==> config.mk <==
export PLATFORM = sky130hd
export DESIGN_NAME = nasti_wrr_arbiter
export DESIGN_NICKNAME = d
export VERILOG_FILES = /design/src/rtl/nasti_wrr_arbiter.sv
export SDC_FILE = /design/constraint.sdc
export NUM_CORES = 1
export LEC_CHECK = 0
export ABC_AREA = 1
export BUFFER_PORTS_ARGS = -buffer_cell sky130_fd_sc_hd__buf_2
export CAP_MARGIN = 20
export CORE_UTILIZATION = 50
export CTS_CLUSTER_SIZE = 30
export DETAILED_ROUTE_END_ITERATION = 10
export PLACE_DENSITY = 0.77
export SYNTH_ARGS = -nofsm -noshare
export SYNTH_HDL_FRONTEND = slang
export SYNTH_SLANG_ARGS = --single-unit
==> constraint.sdc <==
create_clock -name clk -period 1.55 [get_ports clk]
set_clock_uncertainty 0.05 [all_clocks]
set_input_delay 0.31 -clock clk [delete_from_list [all_inputs] [get_ports clk]]
set_output_delay 0.31 -clock clk [all_outputs]
set_load 0.05 [all_outputs]
==> src/rtl/nasti_wrr_arbiter.sv <==
// Weighted round-robin grant scheduler for the NASTI mux AW/AR channels.
// Holds a registered one-hot grant for up to weight[p] accepted beats, then rotates.
module nasti_wrr_arbiter #(
  parameter  int N       = 8,
  parameter  int W_WIDTH = 4,
  localparam int IW      = (N > 1) ? $clog2(N) : 1
) (
  input  logic                 clk,
  input  logic                 rstn,
  input  logic [N-1:0]         req,
  input  logic                 accept,
  input  logic                 enable,
  input  logic [N*W_WIDTH-1:0] weight,
  output logic [N-1:0]         gnt,
  output logic [IW-1:0]        gnt_idx,
  output logic                 gnt_vld
);

  localparam logic [0:0] S_IDLE  = 1'b0;
  localparam logic [0:0] S_GRANT = 1'b1;

  logic [1:0]         r_rst_sync;
  logic [0:0]         r_state;
  logic [IW-1:0]      r_ptr;
  logic [IW-1:0]      r_cur;
  logic [W_WIDTH-1:0] r_credit;

  logic               w_rst_n;
  logic               w_found;
  logic [IW-1:0]      w_pick;
  logic [W_WIDTH-1:0] w_wt;
  logic [W_WIDTH-1:0] w_load;
  logic [IW-1:0]      w_next_ptr;
  logic               w_burst;

  // Reset asserts immediately but releases synchronously to clk.
  always_ff @(posedge clk or negedge rstn) begin
    if (!rstn) r_rst_sync <= 2'b00;
    else       r_rst_sync <= {r_rst_sync[0], 1'b1};
  end
  assign w_rst_n = r_rst_sync[1];

  // Rotating priority search starting at r_ptr; offset wraps modulo N.
  always_comb begin
    int v_idx;
    v_idx   = 0;
    w_found = 1'b0;
    w_pick  = '0;
    for (int i = 0; i < N; i++) begin
      v_idx = int'(r_ptr) + i;
      if (v_idx >= N) v_idx = v_idx - N;
      if (!w_found && req[v_idx]) begin
        w_found = 1'b1;
        w_pick  = IW'(v_idx);
      end
    end
  end

  assign w_wt       = weight[int'(w_pick)*W_WIDTH +: W_WIDTH];
  assign w_load     = (w_wt == '0) ? W_WIDTH'(1) : w_wt;
  assign w_next_ptr = (r_cur == IW'(N-1)) ? '0 : r_cur + 1'b1;
  assign w_burst    = (r_credit > W_WIDTH'(1)) && req[r_cur] && enable;

  always_ff @(posedge clk or negedge w_rst_n) begin
    if (!w_rst_n) begin
      r_state  <= S_IDLE;
      r_ptr    <= '0;
      r_cur    <= '0;
      r_credit <= '0;
    end else begin
      case (r_state)
        S_IDLE: begin
          if (enable && w_found) begin
            r_state  <= S_GRANT;
            r_cur    <= w_pick;
            r_credit <= w_load;
          end
        end
        default: begin
          if (accept) begin
            if (w_burst) begin
              r_credit <= r_credit - 1'b1;
            end else begin
              r_state <= S_IDLE;
              r_ptr   <= w_next_ptr;
            end
          end else if (!req[r_cur]) begin
            // Requester withdrew: release without consuming credit.
            r_state <= S_IDLE;
            r_ptr   <= w_next_ptr;
          end
        end
      endcase
    end
  end

  assign gnt_vld = (r_state == S_GRANT);
  assign gnt     = gnt_vld ? ({{(N-1){1'b0}}, 1'b1} << r_cur) : '0;
  assign gnt_idx = r_cur;

  a_onehot: assert property (@(posedge clk) disable iff (!w_rst_n) $onehot0(gnt));
  a_vld:    assert property (@(posedge clk) disable iff (!w_rst_n) gnt_vld == (|gnt));
  a_hold:   assert property (@(posedge clk) disable iff (!w_rst_n)
                             (gnt_vld && req[r_cur] && !accept) |=> $stable(gnt));

endmodule

==> results of run 1 <==
[per-layer routing]
layer	GRT overflow	track usage [%]
met1	0	69.80
met2	8	89.56
met3	0	48.26
met4	6	68.75
met5	0	11.11
[what timing repair did]
action / 4_1_cts
hold buffers: 1
buffers inserted: 12
hold endpoints to repair: 2
endpoints found under the setup margin: 19
resized for setup: 61
pin swaps: 17
[per-stage QoR]
step                      utilization (%)  TNS (ps)
after detailed placement            77.44     -9484
after global placement              77.44     -8510
after floorplan                         -     -7763
after CTS                           87.17     -9730
[kinds of logic after synthesis]
logic type | share of synthesized area [%]
AOI/OAI and AO/OA | 10.97
xor gates and xnor gates | 4.452
adders and majority gates | 6.270
buffers and inverters | 9.780
DFF | 16.30
other | 0.1879
and+or+nand+nor | 52.04
==> run metrics, run 1 <==
I/O pins=56; Post-synth EDFFs=0; Port-buffer cells=55; height of the chip=65.18 µm; status=stopped before the end; H-Tree Depth=1; top post-synthesis cells by area=nand2_1 (20%), dfrtp_1 (16%), nand3_1 (14%); HPWL reported at the end of detailed placement=4716 µm; cell row count=22; Root Driver=clkbuf_8; Syn Area/Cell=6.396 µm²; Post-synth top flop=dfrtp_1; Congestion Overflow GR=14; stage reached=global routing (5_1_grt); GRT Overall Usage=69.18%; sequential share of the synthesized area=16.30%; Worst endpoint type=register data pin; area leader, netlist=nand2_1; Die Wd=65.18 µm; Initial Util=53.31%; GP Congestion=0.8997; largest net degree at the start of global routing=18; Place WS=-1247 ps; Syn Nets=366; Yosys top cell area share=19.94%; mapped cell area=1996 µm²; Post-synth top cells=nand2_1 (106), nand3_1 (55), inv_1 (28); Log Error=[ERROR GRT-0232] Routing congestion too high. Check the congestion heatmap in the GUI.; count leader, synth=nand2_1; placed cell area=2899 µm²; FF+latch count, synth=13; post-synthesis async set-or-reset flop share=100.0%; Yosys warnings=0; CTS sink count=13; synth unique cells=39; Post-Syn Instances=312; clock buffer count from CTS=3; CTS Buffer Depth=2; Placed Cells incl. Taps=469; GR repair worst EP=r_credit[0]$_DFFE_PN0P_/D
==> run 2, diff against run 1 <==
--- a/config.mk
+++ b/config.mk
@@ -8,10 +8,9 @@
 export ABC_AREA = 1
 export BUFFER_PORTS_ARGS = -buffer_cell sky130_fd_sc_hd__buf_2
 export CAP_MARGIN = 20
-export CORE_UTILIZATION = 50
-export CTS_CLUSTER_SIZE = 30
+export CORE_UTILIZATION = 35
 export DETAILED_ROUTE_END_ITERATION = 10
-export PLACE_DENSITY = 0.77
+export PLACE_DENSITY_LB_ADDON = 0.15
 export SYNTH_ARGS = -nofsm -noshare
 export SYNTH_HDL_FRONTEND = slang
 export SYNTH_SLANG_ARGS = --single-unit
==> run 2 against run 1 <==
  * The flow now finishes, with violations (negative setup slack)
  * Synthesized cell count is the same
  * Area after synthesis is the same
==> run metrics, run 2 <==
vias in the first global route=2,311; Setup-failing EPs final=19; Critical Path Source Type=flip-flop; Slowest-stage cell, CP=dfrtp_2; first-pass GRT wire length=9991 µm; final setup TNS=-10,380 ps; Post-synth EDFFs=0; Slew Limit Fails=0; Reg clk slew, reported paths=60 ps; Vias/cell=4.854; DRT antenna net count=0; max-cap violation count=0; fin cells=521; Worst-Skew Late Latency=260 ps; Initial Util=36.24%; Largest Register=r_credit; Iter 0 DRT Violations=90; Congestion Overflow GR=0; Synth Area in Simple Gates=52.04%; core area=5507 µm²; Syn Area/Cell=6.396 µm²; CP Class=flip-flop to flip-flop; I/O pins=56; element type at the critical path end=flip-flop; GRT Overall Usage=20.27%; Syn Nets=366; GP Congestion=0.8416; detailed-route wire length=6358 µm; adder-cell share of the synthesized area=6.270%; Yosys top cell area share=19.94%; Compound-Gate Fraction of Synth Area=10.97%; largest family of logic cells by synthesized area=simple AND/OR/NAND/NOR gates; share of post-route cells with drive strength above 1=53.45%; post-synthesis mux area share=0%; HPWL reported at the end of detailed placement=4677 µm; max reg flops=4; fmax=0.3621 GHz; Post-Syn Instances=312; RSZ-0062 raised after global routing=yes; FF+latch count, synth=13; H-Tree Depth=1; Pre-antenna DRT Iters=4; die area=6008 µm²; failing checks=negative setup slack; fillers=468; Port-buffer cells=55; critical path fanouts, max=8; routed vias=2,529; Root Driver=clkbuf_8; Hold Fails Final Rpt=0; CTS tree=done; Layout area overhead=79.44%; clock buffer count from CTS=3; Seq. cell area=334.1 µm²; WL/cell=12.20 µm; top post-synthesis cells by area=nand2_1 (20%), dfrtp_1 (16%), nand3_1 (14%); placed cell area=2994 µm²; Placed Cells incl. Taps=500; status=complete, but fails checks; # diodes=0; # DRC=0; Worst Hold Class=flip-flop to asynchronous set/reset pin; design area=3581 µm²; Tmin final=2762 ps; most common cell after layout, fill and taps aside=nand2_1; initial antenna violation count=0; sequential share of the synthesized area=16.30%; Worst EP required=1640 ps; Post-synth top cells=nand2_1 (106), nand3_1 (55), inv_1 (28); Post-synth top flop=dfrtp_1; area leader, netlist=nand2_1; Yosys warnings=0; mapped cell area=1996 µm²; height of the chip=77.51 µm; largest net degree at the start of global routing=18; Slowest Stage Delay on Critical Path=450 ps; multi-input logic area=1881 µm²; post-synthesis xor/xnor area fraction=4.451%; Die Wd=77.51 µm; Worst EP arrival=2850 ps; Final WS setup=-1212 ps; synth unique cells=39; cell row count=27; most frequent cells in the layout=nand2_1 (97), buf_4 (71), buf_2 (46); crit path cell chain=inv_6 -> ha_4 -> inv_6 -> nand3_1 -> nand2_1 -> nand2_1 -> nand2_2 -> nand4_4 -> nor2_8 -> nand3_4 -> nand3_4 -> buf_12 -> nand3b_1 -> nand3_1 -> nand3_1 -> nand2_2 -> nor2_1 -> o21ai_1 -> nand2_1; count leader, synth=nand2_1; Layout Nets=504; R2R depth=19; final worst path period share=178.2%; post-synthesis async set-or-reset flop share=100.0%; final design utilization=65.03%; CTS Buffer Depth=2; CTS sink count=13
==> run 2: layer usage <==
| metal | GRT usage [%] | up-vias | routed length [µm] |
|---|---|---|---|
| li1 | - | 1302 | - |
| met2 | 35.49 | 60 | 3249 |
| met1 | 27.74 | 1160 | 2798 |
| met5 | 0 | - | 0 |
| met4 | 3.962 | 0 | 66 |
| met3 | 0.5882 | 7 | 243 |
==> run 2: repair_timing <==
action                                 4_1_cts  5_1_grt
cloned                                       0        1
setup endpoints to repair                   19       19
endpoints found under the hold margin        2        0
buffers inserted                             8        9
pin swaps                                   16       13
resized for setup                           60       39
hold buffers                                 1        0
==> run 2: per-stage QoR <==
| step | hold WS (ps) | setup slack [ps] |
|---|---|---|
| 2_1_floorplan | -35.59 | -1097 |
| 3_3_place_gp | 46.66 | -1202 |
| 3_5_place_dp | 46.64 | -1246 |
| 4_1_cts | 161.1 | -1157 |
| 5_1_grt | 173.1 | -1436 |
| 6_report | 147.6 | -1212 |
==> run 2: critical path, delay by kind of cell (launching register included) <==
family	cells	cell delay, ps
and+or+nand+nor	14	1460
DFF	1	450
buffers and inverters	3	300
adders and majority gates	1	240
AOI/OAI and AO/OA	1	140
==> run 2: cell type report <==
cell class	instances	share of cell area (%)
clock inverters	1	0.1398
clock buffers	3	1.153
well taps	72	2.516
multi-input cells	257	52.52
inverters	35	4.507
repair buffers	140	29.84
flip-flops and latches	13	9.329
==> run 2: logic make-up (layout without fill, tap and decap cells) <==
kind of cell	count (synthesis)	count (layout)
AO/OA/AOI/OAI	34	34
flip-flops	13	13
buffers and inverters	42	179
XOR/XNOR	5	5
adder cells (fa/ha/maj)	10	10
other	1	1
AND/OR/NAND/NOR	207	207
==> run 2: final timing paths <==
check / start / to / slack [ps]
hold / removal: r_rst_sync[1] / r_ptr[2] / 150
max in group asynchronous: r_rst_sync[1] / gnt_idx[0] / 940
min in group clk: r_rst_sync[0] / r_rst_sync[1] / 310
hold reg to reg: r_rst_sync[1] / r_ptr[2] / 150
setup / recovery: r_ptr[1] / r_credit[3] / -1210
setup reg to reg: r_ptr[1] / r_credit[3] / -1210
Power of run 2 is not shown: default switching activity piles up to over one toggle a cycle in this logic, so the estimate is an artifact.
